--- src/rtl/seq_run_detector_pkg.sv ---
// Shared constants and helpers for the serial run detector.
package seq_run_detector_pkg;

    // FSM state codes; 2'b11 is unused and recovered to idle.
    localparam logic [1:0] ST_IDLE = 2'b00;
    localparam logic [1:0] ST_RUN0 = 2'b01;
    localparam logic [1:0] ST_RUN1 = 2'b10;

    // Bits needed to hold a run length in the range 0..run_len.
    function automatic int unsigned run_cnt_width(input int unsigned run_len);
        return $clog2(run_len + 1);
    endfunction

endpackage

--- src/rtl/seq_run_detector_sat_counter.sv ---
// Saturating up-counter with synchronous clear, load-1 and increment enable.
// Priority: rst_i > clr_i > load1_i > inc_i.
module sat_counter #(
    parameter int unsigned        Width = 8,
    parameter logic [Width-1:0]   Limit = '1
) (
    input  logic             clk_i,
    input  logic             rst_i,
    input  logic             clr_i,
    input  logic             load1_i,
    input  logic             inc_i,
    output logic [Width-1:0] cnt_o
);

    logic [Width-1:0] cnt_q, cnt_d;

    // Next count: clear, restart at one, or step up until the limit is reached.
    always_comb begin
        cnt_d = cnt_q;
        if (clr_i) begin
            cnt_d = '0;
        end else if (load1_i) begin
            cnt_d = Width'(1);
        end else if (inc_i && (cnt_q != Limit)) begin
            cnt_d = cnt_q + 1'b1;
        end
    end

    // Count register with synchronous active-high reset.
    always_ff @(posedge clk_i) begin
        if (rst_i) begin
            cnt_q <= '0;
        end else begin
            cnt_q <= cnt_d;
        end
    end

    assign cnt_o = cnt_q;

endmodule

--- src/rtl/seq_run_detector.sv ---
// Moore run detector: flags RUN_LEN identical consecutive accepted samples of w,
// reports the current run polarity/length and counts detection events.
module seq_run_detector
    import seq_run_detector_pkg::*;
#(
    parameter int unsigned RUN_LEN = 4,
    parameter int unsigned CNT_W   = 8
) (
    input  logic             clk,
    input  logic             rst,
    input  logic             en,
    input  logic             w,
    output logic             z,
    output logic [1:0]       state,
    output logic [3:0]       run_len,
    output logic [CNT_W-1:0] det_count
);

    localparam int unsigned RunW = run_cnt_width(RUN_LEN);
    localparam logic [RunW-1:0] RunMax  = RunW'(RUN_LEN);
    localparam logic [RunW-1:0] RunNear = RunW'(RUN_LEN - 1);

    logic [1:0]      state_q, state_d;
    logic [RunW-1:0] run_len_q;
    logic            run_clr, run_load1, run_inc;
    logic            det_inc;
    logic            cur_bit;

    // Polarity of the run currently being tracked.
    assign cur_bit = (state_q == ST_RUN1);

    // Next-state and run-counter control; w only matters on enabled edges.
    always_comb begin
        state_d   = state_q;
        run_clr   = 1'b0;
        run_load1 = 1'b0;
        run_inc   = 1'b0;
        unique case (state_q)
            ST_IDLE: begin
                if (en) begin
                    state_d   = w ? ST_RUN1 : ST_RUN0;
                    run_load1 = 1'b1;
                end
            end
            ST_RUN0, ST_RUN1: begin
                if (en) begin
                    if (w == cur_bit) begin
                        run_inc = 1'b1;
                    end else begin
                        // Polarity change: new run starts with this sample.
                        state_d   = w ? ST_RUN1 : ST_RUN0;
                        run_load1 = 1'b1;
                    end
                end
            end
            default: begin
                // Unreachable code: recover regardless of en.
                state_d = ST_IDLE;
                run_clr = 1'b1;
            end
        endcase
    end

    // One detection event per run, on the step into a full run.
    assign det_inc = run_inc && (run_len_q == RunNear);

    // State register with synchronous active-high reset.
    always_ff @(posedge clk) begin
        if (rst) begin
            state_q <= ST_IDLE;
        end else begin
            state_q <= state_d;
        end
    end

    sat_counter #(
        .Width (RunW),
        .Limit (RunMax)
    ) u_run_cnt (
        .clk_i   (clk),
        .rst_i   (rst),
        .clr_i   (run_clr),
        .load1_i (run_load1),
        .inc_i   (run_inc),
        .cnt_o   (run_len_q)
    );

    sat_counter #(
        .Width (CNT_W),
        .Limit ({CNT_W{1'b1}})
    ) u_det_cnt (
        .clk_i   (clk),
        .rst_i   (rst),
        .clr_i   (1'b0),
        .load1_i (1'b0),
        .inc_i   (det_inc),
        .cnt_o   (det_count)
    );

    // Outputs decode registered state only, so z never follows w directly.
    assign z       = (state_q != ST_IDLE) && (run_len_q == RunMax);
    assign state   = state_q;
    assign run_len = 4'(run_len_q);

endmodule

--- config.mk ---
export PLATFORM = sky130hd
export DESIGN_NAME = seq_run_detector
export DESIGN_NICKNAME = d
export VERILOG_FILES = /design/src/rtl/seq_run_detector_pkg.sv /design/src/rtl/seq_run_detector_sat_counter.sv /design/src/rtl/seq_run_detector.sv
export SDC_FILE = /design/constraint.sdc
export NUM_CORES = 1
export LEC_CHECK = 0
export CAP_MARGIN = 15
export CORE_ASPECT_RATIO = 0.5
export CORE_MARGIN = 1
export CORE_UTILIZATION = 25
export CTS_CLUSTER_DIAMETER = 60
export DETAILED_ROUTE_END_ITERATION = 16
export GPL_TIMING_DRIVEN = 0
export PLACE_DENSITY = 0.46
export SETUP_SLACK_MARGIN = 0.5
export SYNTH_ARGS = -nofsm -noshare
export SYNTH_HDL_FRONTEND = slang
export SYNTH_SLANG_ARGS = --single-unit
--- constraint.sdc ---
create_clock -name clk -period 1.6 [get_ports clk]
set_input_delay 0.32 -clock clk [delete_from_list [all_inputs] [get_ports clk]]
set_output_delay 0.32 -clock clk [all_outputs]
set_load 0.02 [all_outputs]
# After elaboration in Yosys (flattened, before gate mapping)
# Cells that the tools add are included.
dict set report totals {
  output_inout_bits 15
  reg_bits 13
}
dict set report classes {
  n_mux 14
  n_eq_ne 10
  reduce_logical 12
  bitwise 1
  add_sub_neg 2
}
# op n
set op_table {}
lappend op_table {{adder 8 x 1 -> 8 bit (second input constant)} 1}
lappend op_table {{2-to-1 mux 1 bit} 8}
lappend op_table {{2-to-1 mux 2 bit} 4}
lappend op_table {{inequality test 8 bit (second input constant)} 1}
lappend op_table {{inequality test 2 bit (second input constant)} 3}
lappend op_table {{OR reduction 3 bit} 2}
lappend op_table {{logical AND 1 bit} 4}
lappend op_table {{case mux 2 bit (2 select lines)} 1}
lappend op_table {{nonzero test 2 bit} 2}
lappend op_table {{OR reduction 2 bit} 2}
lappend op_table {{adder 3 x 1 -> 3 bit (second input constant)} 1}
lappend op_table {{equality test 3 x 2 -> 1 bit (second input constant)} 1}
lappend op_table {{equality test 3 bit (second input constant)} 1}
lappend op_table {{inequality test 3 bit (second input constant)} 1}
lappend op_table {{AND reduction 3 bit} 1}
lappend op_table {{equality test 2 x 1 -> 1 bit (second input constant)} 1}
lappend op_table {{equality test 2 bit (second input constant)} 1}
lappend op_table {{logical NOT 2 bit} 1}
lappend op_table {{case mux 1 bit (2 select lines)} 1}
lappend op_table {{equality test 1 bit} 1}
lappend op_table {{NOT 1 bit} 1}

# Depth between registers and ports, before layout
dict set report depth {
  word_depth 8
  mapped_depth 7
}

# By module
# Synthesis repeated with hierarchy kept, for this count alone.
dict set report hier_totals {
  cells_unflattened 94
  hier_area_um2 820.8
}
# module area_each_um2 cells_per_inst n_inst seq_area_each_um2
set by_module_without_submodules {}
lappend by_module_without_submodules {{sat_counter (u_det_cnt)} 424.2 50 1 160.2}
lappend by_module_without_submodules {seq_run_detector 220.2 26 1 40.0}
lappend by_module_without_submodules {{sat_counter (u_run_cnt)} 176.4 18 1 60.1}

# Worst setup path before layout
# OpenSTA, ideal clock, no wires.
dict set report synth_timing {
  path_kind {register to register}
  start {register state_q[0], in the netlist state[0]}
  end {register u_det_cnt.cnt_q[7], in the netlist u_det_cnt.cnt_o[7]}
  setup_time_ps 71
  slack_ps -285
  t_required_ps 1529
  path_stages_with_launch 7
  n_path_buf 0
  period_less_slack_ps 1885
  arrival_time_ps 1815
  cell_sequence {dfxtp_1 inv_1 ha_1 xnor2_2 o211ai_4 or4_1 a21oi_1}
}
dict set report synth_between {
  elab_chain_len 7
  elab_cells_between_ends 9
}
# item line_no
set synth_rtl {}
lappend synth_rtl {{start, declared} seq_run_detector.sv:23} ;# logic [1:0] state_q, state_d;
lappend synth_rtl {{start signal, assigned} seq_run_detector.sv:72} ;# state_q <= state_d;
lappend synth_rtl {{equality test 2 bit} {seq_run_detector.sv:30, seq_run_detector.sv:38}}
lappend synth_rtl {{equality test 1 bit} seq_run_detector.sv:47} ;# if (w == cur_bit) begin
lappend synth_rtl {{2-to-1 mux 1 bit} seq_run_detector.sv:47}
lappend synth_rtl {{2-to-1 mux 1 bit} seq_run_detector.sv:46} ;# if (en) begin
lappend synth_rtl {{2-to-1 mux 1 bit (*)} seq_run_detector.sv:38} ;# unique case (state_q)
lappend synth_rtl {{logical AND 1 bit (*)} seq_run_detector.sv:65} ;# assign det_inc = run_inc && (run_len_q == RunNear);
lappend synth_rtl {{logical AND 1 bit (*)} seq_run_detector_sat_counter.sv:24} ;# end else if (inc_i && (cnt_q != Limit)) begin
lappend synth_rtl {{end signal, assigned} seq_run_detector_sat_counter.sv:34} ;# cnt_q <= cnt_d;
lappend synth_rtl {{end, declared} seq_run_detector_sat_counter.sv:15} ;# logic [Width-1:0] cnt_q, cnt_d;
# Every way passes the cells marked *; elsewhere a longest branch is shown, timed or not.
# A chain may end at the register's enable or synchronous reset.

# Worst setup path in the final report
dict set report layout_timing {
  start {register state_q[1], in the netlist state[1]}
  end {register u_det_cnt.cnt_q[5], in the netlist u_det_cnt.cnt_o[5]}
}
# The elaborated chain is that of the path after synthesis.

==> flow_summary_export.csv <==
group,metric,value,unit
route,routed_via_density,4.807,
critical_path,cp-start-kind,"flop",
timing,period_share,1.048,
floorplan,rows,13,
floorplan,core_area,0.002733,mm²
synth,synth_top_area_frac,0.3438,
grt,grt_first_pass_wirelength,3.070,mm
timing,hold_viol_final,0,
power,worst_ir_drop_vdd,388.8,µV
critical_path,cp_slowest_cell,"or4_4",
clocking,clock-sinks,13,
synth,synth-warning-count,0,
timing,tns,-144.4,ps
layout,drive_above_1_share,0.5806,
synth,yosysMostFrequentCell,"dfxtp_1",
synth,yosys-top-cells-area,"dfxtp_1 34%, ha_1 12%, a21oi_1 4.6%",
critical_path,required,1780,ps
timing,fmax,596.1,MHz
timing,setup_viol,3,
critical_path,path_cells,"inv_4 > ha_4 > and3_4 > o211ai_4 > or4_4 > a21oi_2",
power,power.total,992.0,µW
synth,synth_edf_count,0,
placed_design,dp.cells,142,
synth,syn_area,757.0,µm²
route,drc,0,
layout,fin_area,0.001315,mm²
grt,grt_overflow,0,
layout,antenna_cells,0,
grt,track_usage,0.1296,
synth,synth-async-reset-ratio,0,
synth,synth_largest_area_cell,"dfxtp_1",
critical_path,cpPeakStageDelay,500,ps
timing,period_minus_slack,1678,ps
placed_design,gp_congestion,0.6932,
critical_path,worstSetupPathType,"flop to flop",
critical_path,crit_arrival,1850,ps
clocking,htree_levels,1,
route,drt_first_pass_iters,4,
synth,synth-main-ff-cell,"dfxtp_1",
clocking,cts_buffers,3,
synth,synth_area_per_cell,8.602,µm²
clocking,clk_pin_slew,60,ps
placed_design,port_buffers,17,
clocking,clk_path_buf_depth,2,
job,cap_violations,0,
min_path,hold_path.class,"flop to flop",
run_status,violations,"negative setup slack",
synth,syn-num-nets,99,
floorplan,ios,19,
route,ant_nets,0,
grt,grt_max_degree,11,
synth,synth.distinct_cells,28,
synth,seq_area_frac_synth,0.3438,
route,finalWirelength,1.970,mm
floorplan,initial_core_util,0.2770,
timing,final.setup_skew,2.139,ps
grt,antenna_found_initial,0,
critical_path,endpoint_kind,"flop",
placed_design,dp_hpwl,1.317,mm
synth,synth_cells,88,
power,pwr_density_cell,754.4,mW/mm²
floorplan,dieWidth,79.82,µm
layout,nets,136,
layout,areaGrowthSynthToFinish,73.72,%
layout,nFillCells,263,
layout,stdcell_count,161,
synth,ys_ff_latch,13,
run_status,status,"complete, but fails checks",
timing,worst_slack,-77.50,ps
timing,drv_slew,0,
clocking,cts_tree,"yes",
synth,yosys-top-cells-count,"13 x dfxtp_1, 9 x nor2_1, 7 x a21oi_1, 7 x ha_1, 7 x inv_1",
power,leakage,0.5114,nW
critical_path,cp_max_fo,5,
route,route.vias.total,774,
route,drt_iter0_drc,18,
clocking,root_buffer,"clkbuf_8",
route,detail_route.wl_per_cell,12.24,µm
grt,grt_pass1_vias,692,
floorplan,die_area,0.003265,mm²
floorplan,chipHeight,40.91,µm
timing,rsz0062_at_grt,"true",
placed_design,placed_cell_area,0.001047,mm²
clocking,clock_latency,240,ps
area by class of cell:
type / instances / area (µm²) / area share
buffer: 3 / 23.77 / 0.01808
clock buffer: 4 / 45.04 / 0.03425
inverter: 7 / 33.78 / 0.02569
multi-input combinational: 66 / 599.3 / 0.4558
sequential: 13 / 290.3 / 0.2207
tap: 37 / 46.29 / 0.03520
timing repair buffer: 31 / 276.5 / 0.2103
repair_timing:
item                                    4_1_cts  5_1_grt
setup buffers                                10        4
hold buffers                                  0        0
cloned                                        1        0
pin swaps                                     9        6
gates resized for setup                      85       20
endpoints found under the setup margin       27       26
where the power goes:
| group | switching, mW | internal (mW) |
|---|---|---|
| clock | 0.116 | 0.176 |
| sequential | 0.0209 | 0.340 |
| combinational | 0.160 | 0.180 |
worst max-delay path: cells and delay by family, from the launching register on:
kind | cells | cell delay (ps)
simple gates | 2 | 710
flops | 1 | 380
fa+ha+maj | 1 | 250
compound gates | 2 | 230
buf+inv | 1 | 50
path summary, 6_finish.rpt:
check | slack (ps) | to | startpoint | cells past startpoint
worst min-delay path | 490 | u_det_cnt.cnt_o[7] | u_det_cnt.cnt_o[7] | 2
worst min register to register | 490 | u_det_cnt.cnt_o[7] | u_det_cnt.cnt_o[7] | 2
worst max-delay path | -80 | u_det_cnt.cnt_o[5] | state[1] | 6
worst max register to register | -80 | u_det_cnt.cnt_o[5] | state[1] | 6
sequential cells by signal (all words and copies together) (netlist names):
register         cells
u_run_cnt.cnt_o      3
state                2
u_det_cnt.cnt_o      8
per-layer routing:
layer	vias to the layer above	global-route usage	routed length (µm)
met5	-	0	0
met4	0	0.02679	14
met3	2	0.04222	72
met2	12	0.2521	960
met1	373	0.1462	923
li1	387	-	-
placed cells by master (no fill, tap or decap), drive strengths merged, types with 4 or more instances in the layout:
cell,instances
o21ai,6
inv,7
clkbuf,5
nor2,9
ha,7
a21oi,7
nand3,4
nand2,4
dfxtp,13
buf,29
kinds of logic after synthesis:
logic type	Yosys count	synth area share
other	1	0.004954
adders and majority gates	7	0.1157
buffers and inverters	10	0.05620
AOI/OAI and AO/OA	20	0.1736
DFF	13	0.3438
muxes	2	0.02645
xor gates and xnor gates	5	0.06778
and+or+nand+nor	30	0.2116
stage by stage:
stage	hold WS [ps]	utilization	setup WS [ps]
global placement	481.6	0.3832	-435.4
floorplan	449.1	-	-42.44
finish	494.7	0.4812	-77.50
CTS	505.7	0.4496	-66.52
detailed placement	498.3	0.3832	-447.6
global route	507.3	0.4812	-135.2
No activity file was read; power rests on OpenSTA's default activity.
